==> src/rtl/dds_multichannel.sv <==
// dds_multichannel
// ----------------
// Multi-channel direct digital synthesiser. CHANNELS phase accumulators share
// one sample-rate prescaler. Each channel has a tuning word, a phase offset and
// a waveform mode. Writes land in shadow registers, and every sample tick copies
// all shadows into the active set at once. Samples are registered and are
// qualified by Tick_o.
//
// Ports:
//   Clock        system clock
//   Reset        asynchronous, active-low reset
//   Write_i      single-cycle write strobe
//   Address_i    target channel index (writes to channels >= CHANNELS are dropped)
//   Select_i     0 = tuning word, 1 = phase offset, 2 = mode, 3 = reserved (dropped)
//   Data_i       write data; a mode write uses Data_i[1:0]
//   PhaseSync_i  synchronous clear of every accumulator and of the prescaler;
//                it also commits the shadows and forces a sample update
//   Ack_o        one-cycle pulse in the cycle after an accepted write
//   Tick_o       one-cycle pulse while Signal_o/Msb_o hold freshly updated samples
//   Signal_o     channel n sample at bits [n*OUT_WIDTH +: OUT_WIDTH]
//   Msb_o        per-channel phase MSB (square output), registered with Signal_o
module dds_multichannel #(
    parameter int CHANNELS  = 4,
    parameter int ACC_WIDTH = 32,
    parameter int OUT_WIDTH = 8,
    parameter int DIVIDER   = 1
) (
    input  logic                          Clock,
    input  logic                          Reset,
    input  logic                          Write_i,
    input  logic [3:0]                    Address_i,
    input  logic [1:0]                    Select_i,
    input  logic [ACC_WIDTH-1:0]          Data_i,
    input  logic                          PhaseSync_i,
    output logic                          Ack_o,
    output logic                          Tick_o,
    output logic [CHANNELS*OUT_WIDTH-1:0] Signal_o,
    output logic [CHANNELS-1:0]           Msb_o
);

    typedef enum logic [1:0] {
        MODE_SAW      = 2'd0,
        MODE_SQUARE   = 2'd1,
        MODE_TRIANGLE = 2'd2,
        MODE_OFF      = 2'd3
    } mode_t;

    localparam logic [1:0] SEL_TUNING   = 2'd0;
    localparam logic [1:0] SEL_OFFSET   = 2'd1;
    localparam logic [1:0] SEL_MODE     = 2'd2;
    localparam logic [1:0] SEL_RESERVED = 2'd3;

    localparam int                   CNT_WIDTH = (DIVIDER > 1) ? $clog2(DIVIDER) : 1;
    localparam logic [CNT_WIDTH-1:0] CNT_LAST  = CNT_WIDTH'(DIVIDER - 1);

    logic [CNT_WIDTH-1:0] count;
    logic                 tick;
    logic                 update;
    logic                 accept;

    logic [ACC_WIDTH-1:0] acc        [CHANNELS];
    logic [ACC_WIDTH-1:0] acc_next   [CHANNELS];
    logic [ACC_WIDTH-1:0] phase      [CHANNELS];
    logic [ACC_WIDTH-1:0] tw_shadow  [CHANNELS];
    logic [ACC_WIDTH-1:0] tw_active  [CHANNELS];
    logic [ACC_WIDTH-1:0] off_shadow [CHANNELS];
    logic [ACC_WIDTH-1:0] off_active [CHANNELS];
    mode_t                mode_shadow[CHANNELS];
    mode_t                mode_active[CHANNELS];

    logic [OUT_WIDTH-1:0] ph         [CHANNELS];
    logic [OUT_WIDTH-1:0] tri_wave   [CHANNELS];
    logic [OUT_WIDTH-1:0] wave       [CHANNELS];
    logic [CHANNELS-1:0]  ph_msb;

    // A sample update happens on every prescaler tick, and PhaseSync_i forces
    // one as well so the cleared phase shows up immediately.
    assign tick   = (count == CNT_LAST);
    assign update = tick | PhaseSync_i;
    assign accept = Write_i && (int'(Address_i) < CHANNELS) && (Select_i != SEL_RESERVED);

    // Sample-rate prescaler. PhaseSync_i restarts it so that the next regular
    // tick comes a full DIVIDER cycles after the sync.
    always_ff @(posedge Clock or negedge Reset) begin
        if (!Reset) begin
            count <= '0;
        end else if (PhaseSync_i || tick) begin
            count <= '0;
        end else begin
            count <= count + CNT_WIDTH'(1);
        end
    end

    // The acknowledge simply follows an accepted write by one cycle.
    always_ff @(posedge Clock or negedge Reset) begin
        if (!Reset) begin
            Ack_o <= 1'b0;
        end else begin
            Ack_o <= accept;
        end
    end

    // Shadow and active registers. Both are updated by non-blocking
    // assignments on the same edge, so the commit always copies the shadow
    // as it was before that edge. A write that coincides with a tick
    // therefore reaches the active set on the following tick.
    always_ff @(posedge Clock or negedge Reset) begin
        if (!Reset) begin
            for (int ch = 0; ch < CHANNELS; ch++) begin
                tw_shadow[ch]   <= '0;
                off_shadow[ch]  <= '0;
                mode_shadow[ch] <= MODE_SAW;
                tw_active[ch]   <= '0;
                off_active[ch]  <= '0;
                mode_active[ch] <= MODE_SAW;
            end
        end else begin
            for (int ch = 0; ch < CHANNELS; ch++) begin
                if (accept && (Address_i == 4'(ch))) begin
                    case (Select_i)
                        SEL_TUNING: tw_shadow[ch]   <= Data_i;
                        SEL_OFFSET: off_shadow[ch]  <= Data_i;
                        SEL_MODE:   mode_shadow[ch] <= mode_t'(Data_i[1:0]);
                        default:    ;
                    endcase
                end
                if (update) begin
                    tw_active[ch]   <= tw_shadow[ch];
                    off_active[ch]  <= off_shadow[ch];
                    mode_active[ch] <= mode_shadow[ch];
                end
            end
        end
    end

    // Next accumulator value and the waveform derived from it. Everything here
    // reads the active set as it stands before the edge's commit, so the
    // tuning word, offset and mode that shape a sample are the ones that were
    // already active when the edge arrived.
    always_comb begin
        for (int ch = 0; ch < CHANNELS; ch++) begin
            acc_next[ch] = PhaseSync_i ? '0 : acc[ch] + tw_active[ch];
            phase[ch]    = acc_next[ch] + off_active[ch];
            ph[ch]       = OUT_WIDTH'(phase[ch] >> (ACC_WIDTH - OUT_WIDTH));
            ph_msb[ch]   = ph[ch][OUT_WIDTH-1];
            tri_wave[ch] = {ph[ch][OUT_WIDTH-2:0], 1'b0};
            wave[ch]     = '0;
            case (mode_active[ch])
                MODE_SAW:      wave[ch] = ph[ch];
                MODE_SQUARE:   wave[ch] = {OUT_WIDTH{ph_msb[ch]}};
                MODE_TRIANGLE: wave[ch] = ph_msb[ch] ? ~tri_wave[ch] : tri_wave[ch];
                MODE_OFF:      wave[ch] = '0;
                default:       wave[ch] = '0;
            endcase
        end
    end

    // Phase accumulators wrap silently modulo 2^ACC_WIDTH.
    always_ff @(posedge Clock or negedge Reset) begin
        if (!Reset) begin
            for (int ch = 0; ch < CHANNELS; ch++) begin
                acc[ch] <= '0;
            end
        end else if (update) begin
            for (int ch = 0; ch < CHANNELS; ch++) begin
                acc[ch] <= acc_next[ch];
            end
        end
    end

    // Output sample registers; they hold between updates.
    always_ff @(posedge Clock or negedge Reset) begin
        if (!Reset) begin
            Tick_o   <= 1'b0;
            Signal_o <= '0;
            Msb_o    <= '0;
        end else begin
            Tick_o <= update;
            if (update) begin
                for (int ch = 0; ch < CHANNELS; ch++) begin
                    Signal_o[ch*OUT_WIDTH +: OUT_WIDTH] <= wave[ch];
                end
                Msb_o <= ph_msb;
            end
        end
    end

endmodule
==> config.mk <==
export PLATFORM = sky130hd
export DESIGN_NAME = dds_multichannel
export DESIGN_NICKNAME = d
export VERILOG_FILES = /design/src/rtl/dds_multichannel.sv
export SDC_FILE = /design/constraint.sdc
export NUM_CORES = 2
export LEC_CHECK = 0
export BUFFER_PORTS_ARGS = -buffer_cell sky130_fd_sc_hd__buf_4
export CAP_MARGIN = 40
export CORE_UTILIZATION = 25
export DETAILED_ROUTE_END_ITERATION = 8
export SLEW_MARGIN = 20
export SYNTH_ARGS = -nofsm -noshare
export SYNTH_HDL_FRONTEND = slang
export SYNTH_SLANG_ARGS = --single-unit
export TNS_END_PERCENT = 20
==> constraint.sdc <==
create_clock -name Clock -period 6.81 [get_ports Clock]
set_input_delay 1.0215 -clock Clock [delete_from_list [all_inputs] [get_ports Clock]]
set_output_delay 1.0215 -clock Clock [all_outputs]
set_load 0.03 [all_outputs]
[After elaboration in Yosys (flattened, before gate mapping)]
Cells that the tools add are included.
Storage, ports and cells
  input bits: 42
  memory bits (writable): 0
  bits in latches: 0
  bits in read-only memories: 0
  logic and storage cells: 105
  memories: 0
  flip-flop bits (word level): 695
Cells by class
  muxes and demuxes: 13
  reductions and logical operators: 25
  magnitude comparators: 1
  eq/ne operators: 18
  divide/modulo/power cells: 0
  multipliers: 0
  bitwise gates (word level): 6
  add/sub/neg operators: 9
  shift-type cells: 0
Operator list (count)
  32-bit adder: 8
  32-bit 2-to-1 mux: 4
  8-bit one-hot mux with 4 select lines: 4
  8-bit 2-to-1 mux: 4
  8-bit NOT: 4
  2-bit AND reduction: 12
  2-bit == test (second input constant): 9
  2-bit by 1-bit == test with 1-bit output (second input constant): 5
  2-bit logical NOT: 5
  4-bit by 2-bit == test with 1-bit output (second input constant): 2
  1-bit logical AND: 6
  4-bit by 1-bit == test with 1-bit output (second input constant): 1
  4-bit logical NOT: 1
  4-bit by 3-bit less-than comparator with 1-bit output (second input constant): 1
  2-bit != test (second input constant): 1
  1-bit adder (second input constant): 1
  1-bit logical OR: 1
  1-bit 2-to-1 mux: 1
  1-bit NOT: 1
  1-bit bitwise OR: 1

[Depth between registers and ports, before layout]
  depth in word-level cells: 6
  depth in mapped cells: 29

[Least setup slack after synthesis]
Ideal clock, no wire load.
  kind: register -> register
  from: register acc[0] (netlist bit)
  to: register Signal_o[28]
  clock period less this slack: 5.779 ns
  stages on the path, launching flop included: 29
  setup slack: 1.031 ns
  data arrival time: 5.658 ns
  library setup time: 0.121 ns
  cells stage by stage: dfrtp_1 ha_1 fa_1 a21o_1 a21oi_1 nor3_1 o311ai_0 a21boi_1 a21o_1 and3_1 o21ai_1 nand2b_1 a21oi_1 xor2_1 nor2_1 ha_1 o21ai_0 a21oi_1 a221oi_1 o21ai_1 a2111o_1 a31o_1 a21oi_2 xor3_2 buf_6 xnor2_1 mux2i_1 nor2_1 o22a_1
RTL lines
  from (decl): line 61  | logic [ACC_WIDTH-1:0] acc [CHANNELS];
  from (signal, indexed assignment): line 166  | acc[ch] <= acc_next[ch];
  to (signal, indexed assignment): line 181  | Signal_o[ch*OUT_WIDTH +: OUT_WIDTH] <= wave[ch];
  to (decl): line 37  | output logic [CHANNELS*OUT_WIDTH-1:0] Signal_o,

==> results.cfg <==
[logic_synthesis]
synth_top_area_cell = dfrtp_1
seq_area_frac_synth_pct = 47.25
synth.distinct_cells = 91
yosysMostFrequentCell = nand2_1
synth.top_cells.by_count = nand2_1 (891), dfrtp_1 (695), nor2_1 (274)
synth_area_mm2 = 0.03681
yosys.area.top_type_share_pct = 47.25
ys.warnings.count = 0
avgSynthCellArea_um2 = 9.816
synth_cells = 3750
synth_edf_count = 0
ys.flop_type = dfrtp_1
async_flop_share_pct = 100.0
synth_area_leaders = dfrtp_1 (47%), nand2_1 (9.1%), ha_1 (8.3%), mux2_2 (8.2%), nor2_1 (2.8%)
synth_seq_cells = 695
syn_nets = 4040

[drt]
via_per_inst = 4.785
drcViolationCount = 0
wl_mm = 98.36
ant_nets = 0
vias = 27610
wl_per_cell_um = 17.05
dr.pass1.iters = 7
drt_iter0_drc = 2034

[place]
port_buffers = 79
dpl_cell_area_mm2 = 0.03971
gp_congestion = 0.8743
dp_cells = 5630
dp_hpwl_mm = 66.11

[grt]
grt_max_degree = 206
antenna_found_initial = 21
track_usage_pct = 13.11
grt_pass1_wl_mm = 154.0
grt_pass1_vias = 26990
grt-ovfl-total = 0

[floorplanning]
dieArea_mm2 = 0.1488
die_h_um = 385.7
dieWidth_um = 385.7
core_region_area_mm2 = 0.1459
rows = 140
io_pins = 80
start_util_pct = 25.23

[setup_path]
cp_slowest_cell = a2111oi_1
critPathMaxFanout = 8
critPathArrivalTime_ns = 6.94
worstSetupStartpointType = flop
crit_path_end_kind = flop
cpMostUsedCell = nor2_1
critPathMaxStageDelay_ns = 0.43
path_class = flop to flop
worstPathRequired_ns = 7.31

[power_and_ir_drop]
p_per_area_mw_per_mm2 = 270.5
vdd_drop_max_mv = 0.1736
static-leakage-power_nw = 21.52
finalPower_mw = 11.44

[sta]
tns_ns = 0
tightest_slew_ns = 1.233
fin_skew_ns = 0.02225
finalCriticalPeriod_ns = 6.440
hold_viol = 0
worst_hold_slack_ns = 0.4026
timing.final.crit_share_pct = 94.56
slew_viol_final = 0
rsz0062_at_grt = false
slew_headroom_pct = 17.81
fmaxAchievable_ghz = 0.1553
setup_viol = 0

[finish]
syn2layout_area_growth_pct = 14.88
final_cell_count_no_fill = 5770
final_layout_size_suffix_gt1_share_pct = 14.52
fillers = 15250
final_nets = 4082
fin_area_mm2 = 0.04229

[clock_tree]
cts_hold_buf = 0
cts-buffers-inserted = 77
clk_path_buf_depth = 3
clk_latency_ns = 0.63
ctsResizeCount = 0
cts_root_buf = clkbuf_16
post-cts-setup-buffers = 0
h-tree-depth = 3
cts_tree = yes
cts_sinks = 695
clk_pin_slew_ns = 0.06

[job]
cap_violations = 0

[min_path]
hp-class = input pin to asynchronous set/reset pin

[status]
outcome = completed
power by group:
group	internal, mW	leakage, nW	total, mW	switching (mW)
logic	0.921	10.9	2.26	1.33
registers	4.63	9.36	4.97	0.341
clock network	2.49	1.27	4.21	1.73
total	8.04	21.5	11.4	3.40
cell type report:
type                            count  area (um^2)  area share [%]
Tap cell                         1917         2399           5.672
Multi-Input combinational cell   2840        18660           44.12
Clock buffer                      107         2235           5.284
Clock inverter                     30        311.5          0.7367
Sequential cell                   695        17400           41.14
Inverter                           60        232.7          0.5503
Antenna cell                        3        7.507         0.01775
Timing Repair Buffer              118         1052           2.488
worst max-delay path: cells and delay by family, from the launching register on:
| kind | cells | cell delay [ns] |
|---|---|---|
| AO/OA/AOI/OAI | 13 | 3.07 |
| AND/OR/NAND/NOR | 8 | 1.00 |
| flip-flops | 1 | 0.38 |
| buffers and inverters | 2 | 0.41 |
| XOR/XNOR | 2 | 0.41 |
| adder cells (fa/ha/maj) | 3 | 1.03 |
logic make-up after synthesis:
group	count (synthesis)	synth area share [%]
compound gates	722	13.34
xor+xnor	141	3.531
fa+ha+maj	248	8.511
buf+inv	215	2.270
flops	695	47.25
mux	282	8.579
other cells	1	0.01019
simple gates	1446	16.52
cells in the final DEF, fill, tap and decap left out, drive strengths merged, types with 18 or more instances in the layout:
cell and count:
mux2 268, o21a 30, a22o 66, nor2b 33, o21ai 121, xnor2 77
a21oi 196, nand3 48, nand2 892, buf 118, nand4 23, clkbuf 107
nand2b 18, o21bai 25, inv 60, a211oi 30, o211ai 20, clkinv 24
a31oi 19, nor3 52, xor2 60, nor2 274, dfrtp 695, and3 29
a21o 101, ha 244
state kept, by name (all words and copies together), names as in the netlist:
register / flops
acc: 128
off_active: 128
off_shadow: 128
tw_active: 128
tw_shadow: 128
Signal_o: 32
mode_active: 8
mode_shadow: 8
Msb_o: 4
Ack_o: 1
Tick_o: 1
count: 1
final timing paths:
| check | startpoint | to | slack (ns) | depth (start not counted) |
|---|---|---|---|---|
| worst max-delay path | acc[64] | Signal_o[10] | 0.37 | 28 |
| max in group asynchronous | Reset | tw_active[10] | 4.97 | 2 |
| worst max register to register | acc[64] | Signal_o[10] | 0.37 | 28 |
| min in group Clock | tw_shadow[41] | tw_active[41] | 0.46 | 2 |
| worst min register to register | tw_shadow[41] | tw_active[41] | 0.46 | 2 |
| worst min-delay path | Reset | tw_shadow[6] | 0.40 | 1 |
per-stage QoR:
| step | setup slack (ns) | util (%) |
|---|---|---|
| 3_3_place_gp | 0.1826 | 27.12 |
| 2_1_floorplan | 1.031 | - |
| 3_5_place_dp | 0.2018 | 27.21 |
| 6_report | 0.3703 | 28.98 |
| 5_1_grt | 0.01045 | 28.98 |
| 4_1_cts | 0.1488 | 28.96 |
routing by layer:
layer,share of wire (%),GRT usage (%),vias up
li1,-,-,13160
met1,47,18.30,13660
met2,43,20.03,601
met3,6.5,3.035,172
met4,2.8,3.857,26
met5,0.16,0,-
(Power assumes the default switching activity.)
